`src/rtl/elevator_ctrl.sv`:
```
// elevator_ctrl
//   Request scheduler and motion sequencer for a small elevator car.
//   Active-low car and hall buttons are latched into a pending-request
//   register. Direction is chosen with direction-hold (SCAN) logic: the car
//   keeps going while requests remain ahead of it, then reverses. A single
//   down-counter times both floor-to-floor travel and door dwell.
//
// Ports
//   clk         in   1         system clock, rising edge
//   rst_n       in   1         synchronous active-low reset
//   car_btn_n   in   N_FLOORS  car-panel buttons, active low, bit i = floor i
//   hall_btn_n  in   N_FLOORS  hall call buttons, active low, bit i = floor i
//   floor_idx   out  FW        current floor index
//   floor_code  out  3         floor_idx + 1 (floor 0 -> 3'b001)
//   motor_up    out  1         car moving up
//   motor_dn    out  1         car moving down
//   door_open   out  1         door open
//   req_lamp    out  N_FLOORS  pending request per floor
//   busy        out  1         controller not idle
module elevator_ctrl #(
  parameter int N_FLOORS   = 4,
  parameter int MOVE_TICKS = 50,
  parameter int DOOR_TICKS = 100,
  localparam int FW = (N_FLOORS > 1) ? $clog2(N_FLOORS) : 1
) (
  input  logic                clk,
  input  logic                rst_n,
  input  logic [N_FLOORS-1:0] car_btn_n,
  input  logic [N_FLOORS-1:0] hall_btn_n,
  output logic [FW-1:0]       floor_idx,
  output logic [2:0]          floor_code,
  output logic                motor_up,
  output logic                motor_dn,
  output logic                door_open,
  output logic [N_FLOORS-1:0] req_lamp,
  output logic                busy
);

  localparam int MAX_T = (MOVE_TICKS > DOOR_TICKS) ? MOVE_TICKS : DOOR_TICKS;
  localparam int TW    = $clog2(MAX_T + 1);

  localparam logic [TW-1:0] MOVE_T = TW'(MOVE_TICKS);
  localparam logic [TW-1:0] DOOR_T = TW'(DOOR_TICKS);

  typedef enum logic [1:0] {ST_IDLE, ST_MOVE, ST_ARRIVE, ST_DOOR} state_e;
  typedef enum logic {DIR_UP, DIR_DN} dir_e;

  state_e              state_q, state_d;
  dir_e                dir_q,   dir_d;
  logic [FW-1:0]       cur_q,   cur_d;
  logic [TW-1:0]       timer_q, timer_d;
  logic [N_FLOORS-1:0] req_q,   req_d;

  logic [N_FLOORS-1:0] btn;
  logic                above, below, here, ahead, behind;

  assign btn = ~car_btn_n | ~hall_btn_n;

  // Requests strictly above / below the car. At the end floors one side is
  // empty by construction, so no decision can drive the car off the shaft.
  always_comb begin
    above = 1'b0;
    below = 1'b0;
    for (int i = 0; i < N_FLOORS; i++) begin
      if (FW'(i) > cur_q) above = above | req_q[i];
      if (FW'(i) < cur_q) below = below | req_q[i];
    end
  end

  assign here   = req_q[cur_q];
  assign ahead  = (dir_q == DIR_UP) ? above : below;
  assign behind = (dir_q == DIR_UP) ? below : above;

  // State register.
  always_ff @(posedge clk) begin
    // NOTE: sequential state uses non-blocking assignments so every flop
    // samples pre-edge values regardless of process ordering.
    if (!rst_n) begin
      state_q <= ST_IDLE;
      dir_q   <= DIR_UP;
      cur_q   <= '0;
      timer_q <= '0;
      req_q   <= '0;
    end else begin
      state_q <= state_d;
      dir_q   <= dir_d;
      cur_q   <= cur_d;
      timer_q <= timer_d;
      req_q   <= req_d;
    end
  end

  // Next-state logic.
  always_comb begin
    // NOTE: defaults first, so no branch leaves a signal unassigned and no
    // latch is inferred.
    state_d = state_q;
    dir_d   = dir_q;
    cur_d   = cur_q;
    timer_d = timer_q;
    req_d   = req_q | btn;

    unique case (state_q)
      // IDLE and ARRIVE take the same decision; they differ only in how they
      // were entered. Keeping direction while work lies ahead, otherwise
      // reversing toward work behind, is the SCAN direction-hold rule.
      ST_IDLE, ST_ARRIVE: begin
        timer_d = '0;
        state_d = ST_IDLE;
        if (here) begin
          state_d = ST_DOOR;
          timer_d = DOOR_T;
        end else if (ahead) begin
          state_d = ST_MOVE;
          timer_d = MOVE_T;
        end else if (behind) begin
          state_d = ST_MOVE;
          timer_d = MOVE_T;
          dir_d   = (dir_q == DIR_UP) ? DIR_DN : DIR_UP;
        end
      end

      ST_MOVE: begin
        if (timer_q == TW'(1)) begin
          state_d = ST_ARRIVE;
          timer_d = '0;
          cur_d   = (dir_q == DIR_UP) ? cur_q + FW'(1) : cur_q - FW'(1);
        end else begin
          timer_d = timer_q - TW'(1);
        end
      end

      ST_DOOR: begin
        // A press at the open floor extends the dwell instead of queueing.
        req_d[cur_q] = 1'b0;
        if (btn[cur_q]) begin
          timer_d = DOOR_T;
        end else if (timer_q == TW'(1)) begin
          state_d = ST_IDLE;
          timer_d = '0;
        end else begin
          timer_d = timer_q - TW'(1);
        end
      end
    endcase
  end

  // Output decode; all outputs are functions of registered state only.
  always_comb begin
    floor_idx  = cur_q;
    floor_code = 3'(cur_q) + 3'd1;
    motor_up   = (state_q == ST_MOVE) && (dir_q == DIR_UP);
    motor_dn   = (state_q == ST_MOVE) && (dir_q == DIR_DN);
    door_open  = (state_q == ST_DOOR);
    req_lamp   = req_q;
    busy       = (state_q != ST_IDLE);
  end

endmodule

```
`config.mk`:
```
export PLATFORM = sky130hd
export DESIGN_NAME = elevator_ctrl
export DESIGN_NICKNAME = d
export VERILOG_FILES = /design/src/rtl/elevator_ctrl.sv
export SDC_FILE = /design/constraint.sdc
export NUM_CORES = 1
export LEC_CHECK = 0
export BUFFER_PORTS_ARGS = -buffer_cell sky130_fd_sc_hd__clkbuf_2
export CORE_ASPECT_RATIO = 0.8
export CORE_MARGIN = 2
export CORE_UTILIZATION = 52
export CTS_CLUSTER_DIAMETER = 60
export DETAILED_ROUTE_END_ITERATION = 7
export GPL_TIMING_DRIVEN = 0
export MAX_ROUTING_LAYER = met4
export PLACE_DENSITY_LB_ADDON = 0.25
export SLEW_MARGIN = 15
export SYNTH_ARGS = -nofsm -noshare
export SYNTH_HDL_FRONTEND = slang
export SYNTH_SLANG_ARGS = --single-unit
```
`constraint.sdc`:
```
create_clock -name clk -period 1.95 [get_ports clk]
set_clock_uncertainty 0.1 [all_clocks]
set_input_delay 0.195 -clock clk [delete_from_list [all_inputs] [get_ports clk]]
set_output_delay 0.195 -clock clk [all_outputs]
set_load 0.005 [all_outputs]
```
==> impl_metrics.py, run 1 <==
metrics = {
    "timing": {
        "layout_min_cycle_time_ps": 1800,
        "slew_viol_final": 0,
        "hold_viol_final": 0,
        "timing.final.crit_share": 0.922,
        "tightest_slew_ps": 572,
        "rsz0062_at_grt": "no",
        "finalSetupViolations": 0,
        "maxSlewHeadroom": 0.616,
        "finalSetupTns_ps": 0,
        "worst_slack_ps": 153,
        "fmax_ghz": 0.556,
    },
    "yosys": {
        "synthTopCellsByCount": "dfxtp_1 (16), nand2_1 (9), a21oi_1 (8), ha_1 (8)",
        "synth_top_area_frac": 0.332,
        "yosys-mux-area-fraction": 0.0466,
        "synthesis.nets": 127,
        "async_flop_share": 0,
        "synth_fa_ha_area_frac": 0.104,
        "yosys.area_share.xor_xnor": 0.0363,
        "synth_top_area_cell": "dfxtp_1",
        "ys_ff_latch": 16,
        "synth_edf_count": 0,
        "synth_top_family_by_area": "compound AO/OA/AOI/OAI gates",
        "synth_seq_area_share": 0.332,
        "synth_ff_type": "dfxtp_1",
        "yosysMostFrequentCell": "dfxtp_1",
        "yosys-top-cells-area": "dfxtp_1 (33%), ha_1 (10%), mux4_2 (4.7%)",
        "yosysWarningCount": 0,
        "netlist_instances": 109,
        "synthSimpleGateAreaFrac": 0.184,
        "syn_area_um2": 966,
        "synth_compound_area_frac": 0.255,
        "synth_cell_type_count": 40,
        "syn_area_per_cell_um2": 8.86,
    },
    "place": {
        "dpl.hpwl_um": 1780,
        "place_congestion": 0.923,
        "place_ws_ps": 58.7,
        "io_buffers": 21,
    },
    "routing": {
        "drt_iter0_drc": 40,
        "drc": 0,
        "routed_wirelength_um": 2380,
        "avgViaCountPerCell": 5.97,
        "via_count": 932,
        "wl_per_cell_um": 15.3,
        "drtAntennaViolNets": 0,
        "dr.pass1.iters": 4,
    },
    "global_route": {
        "grt-busiest-layer": "met1",
        "grt_remaining_overflow": 0,
        "grtUsageMet1": 0.373,
        "use_met3": 0.0643,
        "grtUsageTotal": 0.255,
        "antenna_found_initial": 0,
        "grt_pass1_vias": 825,
        "met2_usage": 0.344,
        "grt_pass1_wl_um": 4000,
        "grt_max_degree": 11,
    },
    "clocking": {
        "clk_latency_ps": 300,
        "cts_resized": 0,
        "root_buffer": "clkbuf_4",
        "h-tree-depth": 1,
        "clock-sinks": 16,
        "hold_buffers": 0,
        "cts_buffers": 3,
        "cts_tree": "done",
        "postCtsSetupRepairBufs": 0,
        "clkSlewWorstSetupHoldPaths_ps": 100,
        "clockBufferDepth": 2,
    },
    "critical_path": {
        "startpoint_type": "flip-flop",
        "timing.rr.end": "timer_q[5]$_SDFF_PN0_",
        "worstPathArrival_ps": 1870,
        "cp-end-kind": "flip-flop",
        "endpoint": "timer_q[5]$_SDFF_PN0_",
        "critPathLaunch": "floor_idx[0]$_SDFFE_PN0P_",
        "critPathKind": "flip-flop to flip-flop",
        "cp_max_fo": 7,
        "regToRegStartpoint": "floor_idx[0]$_SDFFE_PN0P_",
        "r2r_cells": 4,
        "required_ps": 2030,
        "ff2ff_setup_slack_ps": 150,
    },
    "die": {
        "core_area_um2": 1690,
        "die_h_um": 42.6,
        "rows": 13,
        "start_util": 0.571,
        "die_w_um": 52.2,
        "io_pins": 23,
        "fp.dieArea_um2": 2220,
    },
    "finish": {
        "syn2layout_area_growth_pct": 17.6,
        "fin_nets": 153,
        "n_antenna_cell": 0,
        "drive_gt1_frac": 0.254,
        "n_fill_cell": 155,
    },
    "outcome": {
        "status": "finished clean",
    },
    "pwr": {
        "pwr-share-clk": 0.269,
        "power_density_nw_per_um2": 759,
        "leakage_nw": 0.521,
        "power.switching_mw": 0.283,
        "power.share.sequential": 0.472,
        "sw_frac_of_total": 0.328,
        "p_int_mw": 0.579,
        "power_frac_comb": 0.260,
        "vdd_ir_drop_max_mv": 0.448,
    },
    "run": {
        "maxCapViolations": 0,
    },
    "hold_path": {
        "min_path_type": "input pin to flip-flop",
    },
}
==> layout by cell type, fill, tap and decap left out, types with 3 or more instances in the layout <==
cell type and n:
clkbuf_2 21, dfxtp_1 15, nand2_1 9, a21oi_1 8, ha_1 8, inv_1 7, o21ai_0 7, nand3_1 4
nor2_1 4, xor2_1 3, clkbuf_4 3
==> how the worst min path moves through the flow <==
| stage | start | endpoint | slack (ps) | cells after the start |
|---|---|---|---|---|
| floorplan | hall_btn_n[3] | req_lamp[3]$_SDFF_PN0_ | 330 | 3 |
| global placement | timer_q[0]$_SDFF_PN0_ | timer_q[0]$_SDFF_PN0_ | 360 | 1 |
| detailed placement | timer_q[0]$_SDFF_PN0_ | timer_q[0]$_SDFF_PN0_ | 370 | 1 |
| CTS | hall_btn_n[3] | req_lamp[3]$_SDFF_PN0_ | 130 | 4 |
| global route | car_btn_n[2] | req_lamp[2]$_SDFF_PN0_ | 160 | 4 |
| finish | car_btn_n[2] | req_lamp[2]$_SDFF_PN0_ | 130 | 4 |
==> per-layer routing <==
layer,wire length [µm],part of all wire
met1,1100,0.46
met2,1040,0.43
met3,205,0.086
met4,42,0.018
met5,0,0
==> power groups by stage <==
stage               registers, mW  clock network [mW]  logic (mW)
floorplan                   0.401                   0       0.162
global placement            0.408                   0       0.212
detailed placement          0.412                   0       0.219
CTS                         0.404               0.235       0.221
global route                0.412               0.249       0.250
finish                      0.407               0.232       0.224
==> flip-flops by register name (all words and copies together) (netlist names) <==
name / cells
timer_q: 7
req_lamp: 4
floor_idx: 2
state_q: 2
dir_q: 1
==> worst max-delay path, stage by stage (launching register included) <==
cell	delay (ps)
dfxtp_2	430
mux4_2	570
nor2b_1	190
a21oi_1	260
a31oi_1	120
==> stage by stage <==
stage                     hold slack, ps  power, mW   util  instances  instance area [µm²]
after floorplan                      330      0.562      -        109                  966
after global placement               362      0.620  0.649        152                 1100
after detailed placement             368      0.631  0.649        152                 1100
after CTS                            126      0.860  0.671        156                 1130
after global routing                 156      0.911  0.672        156                 1140
final                                133      0.862  0.672        156                 1140
==> cells by family after synthesis <==
logic type | after synthesis
compound gates | 36
simple gates | 32
flops | 16
buf+inv | 11
fa+ha+maj | 8
xor+xnor | 4
mux | 2
==> layout make-up <==
type	instances	area [µm²]	share of cell area
repair buffers	21	105	0.0925
well taps	22	27.5	0.0242
inverters	8	30.0	0.0264
clock buffers	4	36.3	0.0319
multi-input cells	82	604	0.532
plain buffers	3	11.3	0.00991
flip-flops and latches	16	322	0.283
No activity file was read; power rests on OpenSTA's default activity.
==> run 2: changes to the inputs <==
Clock period 1.95 ns to 1.9 ns, I/O delays scaled along.
==> run 2 against run 1 <==
Against the previous run:
- non-clock buffer count stayed put
- clock-buffer cell count stayed put
- hold slack worse by 7.7 ps
- cell area is 0.11% higher
- global-route usage is 0.076 points higher
- maximum frequency is 0.81% higher
- core utilization is 0.074 points higher
- register-to-register slack worse by 40 ps
- routed wire length is 0.50% higher
- die area stayed put
- power is 2.8% higher
- flip-flop and latch count stayed put
- critical path type unchanged
- largest power group unchanged
==> impl_metrics.py, run 2 (synthesis gave the netlist of run 1 again) <==
metrics = {
    "outcome": {
        "status": "finished clean",
    },
    "critical_path": {
        "startpoint_type": "flip-flop",
        "cp-end-kind": "flip-flop",
        "critPathKind": "flip-flop to flip-flop",
        "critPathLaunch": "floor_idx[0]$_SDFFE_PN0P_",
        "cp_max_fo": 7,
        "worstPathArrival_ps": 1910,
        "endpoint": "timer_q[5]$_SDFF_PN0_",
        "required_ps": 2030,
        "regToRegStartpoint": "floor_idx[0]$_SDFFE_PN0P_",
        "ff2ff_setup_slack_ps": 120,
        "r2r_cells": 6,
        "timing.rr.end": "timer_q[5]$_SDFF_PN0_",
    },
    "routing": {
        "top_layer": "met4",
        "routed_wirelength_um": 2390,
        "drt_iter0_drc": 40,
        "drc": 0,
        "m1WireLength_um": 1100,
        "met2_length_um": 1050,
        "drtAntennaViolNets": 0,
        "routed-wl-met3_um": 209,
        "dr.pass1.iters": 4,
        "avgViaCountPerCell": 6.03,
        "wl_per_cell_um": 15.3,
        "via_count": 941,
    },
    "pwr": {
        "vdd_ir_drop_max_mv": 0.462,
        "sw_frac_of_total": 0.329,
        "power.switching_mw": 0.292,
        "leakage_nw": 0.521,
        "pwr-share-clk": 0.270,
        "power_mw": 0.886,
        "power_density_nw_per_um2": 779,
        "power.share.sequential": 0.471,
        "p_int_mw": 0.595,
        "power_frac_comb": 0.258,
    },
    "global_route": {
        "grt_pass1_wl_um": 4010,
        "grt_pass1_vias": 825,
        "antenna_found_initial": 0,
        "grt_max_degree": 11,
        "grtUsageTotal": 0.256,
        "grt_remaining_overflow": 0,
    },
    "die": {
        "fp.dieArea_um2": 2220,
        "core_area_um2": 1690,
        "die_w_um": 52.2,
        "start_util": 0.571,
        "rows": 13,
        "die_h_um": 42.6,
        "io_pins": 23,
    },
    "timing": {
        "layout_min_cycle_time_ps": 1780,
        "finalSetupViolations": 0,
        "slew_viol_final": 0,
        "tightest_slew_ps": 568,
        "fmax_ghz": 0.561,
        "maxSlewHeadroom": 0.618,
        "finalSetupTns_ps": 0,
        "hold_viol_final": 0,
        "timing.final.crit_share": 0.938,
        "fin_worst_hold_slack_ps": 126,
        "rsz0062_at_grt": "no",
    },
    "finish": {
        "largest_reg_flops": 7,
        "syn2layout_area_growth_pct": 17.7,
        "regMostFlops": "timer_q",
        "final-seq-area_um2": 323,
        "n_fill_cell": 154,
        "multi_input_area_um2": 604,
        "instances_no_fill": 156,
        "n_antenna_cell": 0,
        "fin_nets": 153,
        "layout_commonest_cell": "clkbuf_2",
        "drive_gt1_frac": 0.261,
        "most-common-layout-cells": "clkbuf_2 (21), dfxtp_1 (14), nand2_1 (9), a21oi_1 (8), ha_1 (8)",
    },
    "place": {
        "dp_cells": 152,
        "io_buffers": 21,
        "place_congestion": 0.923,
        "dpl.hpwl_um": 1780,
    },
    "hold_path": {
        "min_path_type": "input pin to flip-flop",
    },
    "clocking": {
        "clock-sinks": 16,
        "root_buffer": "clkbuf_4",
        "clockBufferDepth": 2,
        "postCtsSetupRepairBufs": 0,
        "h-tree-depth": 1,
        "clkSlewWorstSetupHoldPaths_ps": 100,
        "cts_tree": "done",
        "clk_latency_ps": 300,
        "hold_buffers": 0,
        "cts_buffers": 3,
        "cts_resized": 1,
    },
    "run": {
        "maxCapViolations": 0,
    },
}
[run 2: changes by cell type in the layout (fill, tap and decap cells not counted)]
cell     change
dfxtp_1      -1
dfxtp_2      +1
[run 2: how the worst min path moves through the flow]
stage | startpoint | slack [ps] | depth (start not counted) | endpoint
after CTS | hall_btn_n[3] | 120 | 4 | req_lamp[3]$_SDFF_PN0_
final | car_btn_n[2] | 130 | 4 | req_lamp[2]$_SDFF_PN0_
after global placement | timer_q[0]$_SDFF_PN0_ | 360 | 1 | timer_q[0]$_SDFF_PN0_
after detailed placement | timer_q[0]$_SDFF_PN0_ | 370 | 1 | timer_q[0]$_SDFF_PN0_
after global routing | car_btn_n[2] | 150 | 4 | req_lamp[2]$_SDFF_PN0_
after floorplan | hall_btn_n[3] | 330 | 3 | req_lamp[3]$_SDFF_PN0_
[run 2: layout make-up]
class / count / share of cell area
Clock buffer: 4 / 0.0319
Timing Repair Buffer: 21 / 0.0924
Sequential cell: 16 / 0.284
Tap cell: 22 / 0.0242
Inverter: 8 / 0.0264
Multi-Input combinational cell: 82 / 0.531
Buffer: 3 / 0.00990
[run 2: metal layers]
layer	up-vias	GRT usage
li1	450	-
met1	434	0.375
met2	53	0.344
met3	4	0.0643
met4	0	0.0769
met5	-	-
[run 2: worst max-delay path: stages (launching register included)]
cell and delay [ps]:
dfxtp_2 430, inv_1 140, ha_1 270, nor3b_1 320
a221o_1 220, o21bai_1 70, a31oi_1 170
[run 2: stage by stage]
stage               utilization  instance area [µm²]  worst slack (ps)
finish                    0.672                 1140               117
floorplan                     -                  966               200
CTS                       0.672                 1140               114
detailed placement        0.649                 1100              8.66
global route              0.672                 1140              24.6
global placement          0.649                 1100              61.6
[run 2: power by group through the flow]
stage / Sequential (mW) / Combinational, mW / Clock (mW)
after floorplan: 0.411 / 0.166 / 0
after global placement: 0.419 / 0.218 / 0
after detailed placement: 0.423 / 0.225 / 0
after CTS: 0.415 / 0.227 / 0.241
after global routing: 0.423 / 0.257 / 0.255
final: 0.418 / 0.229 / 0.239
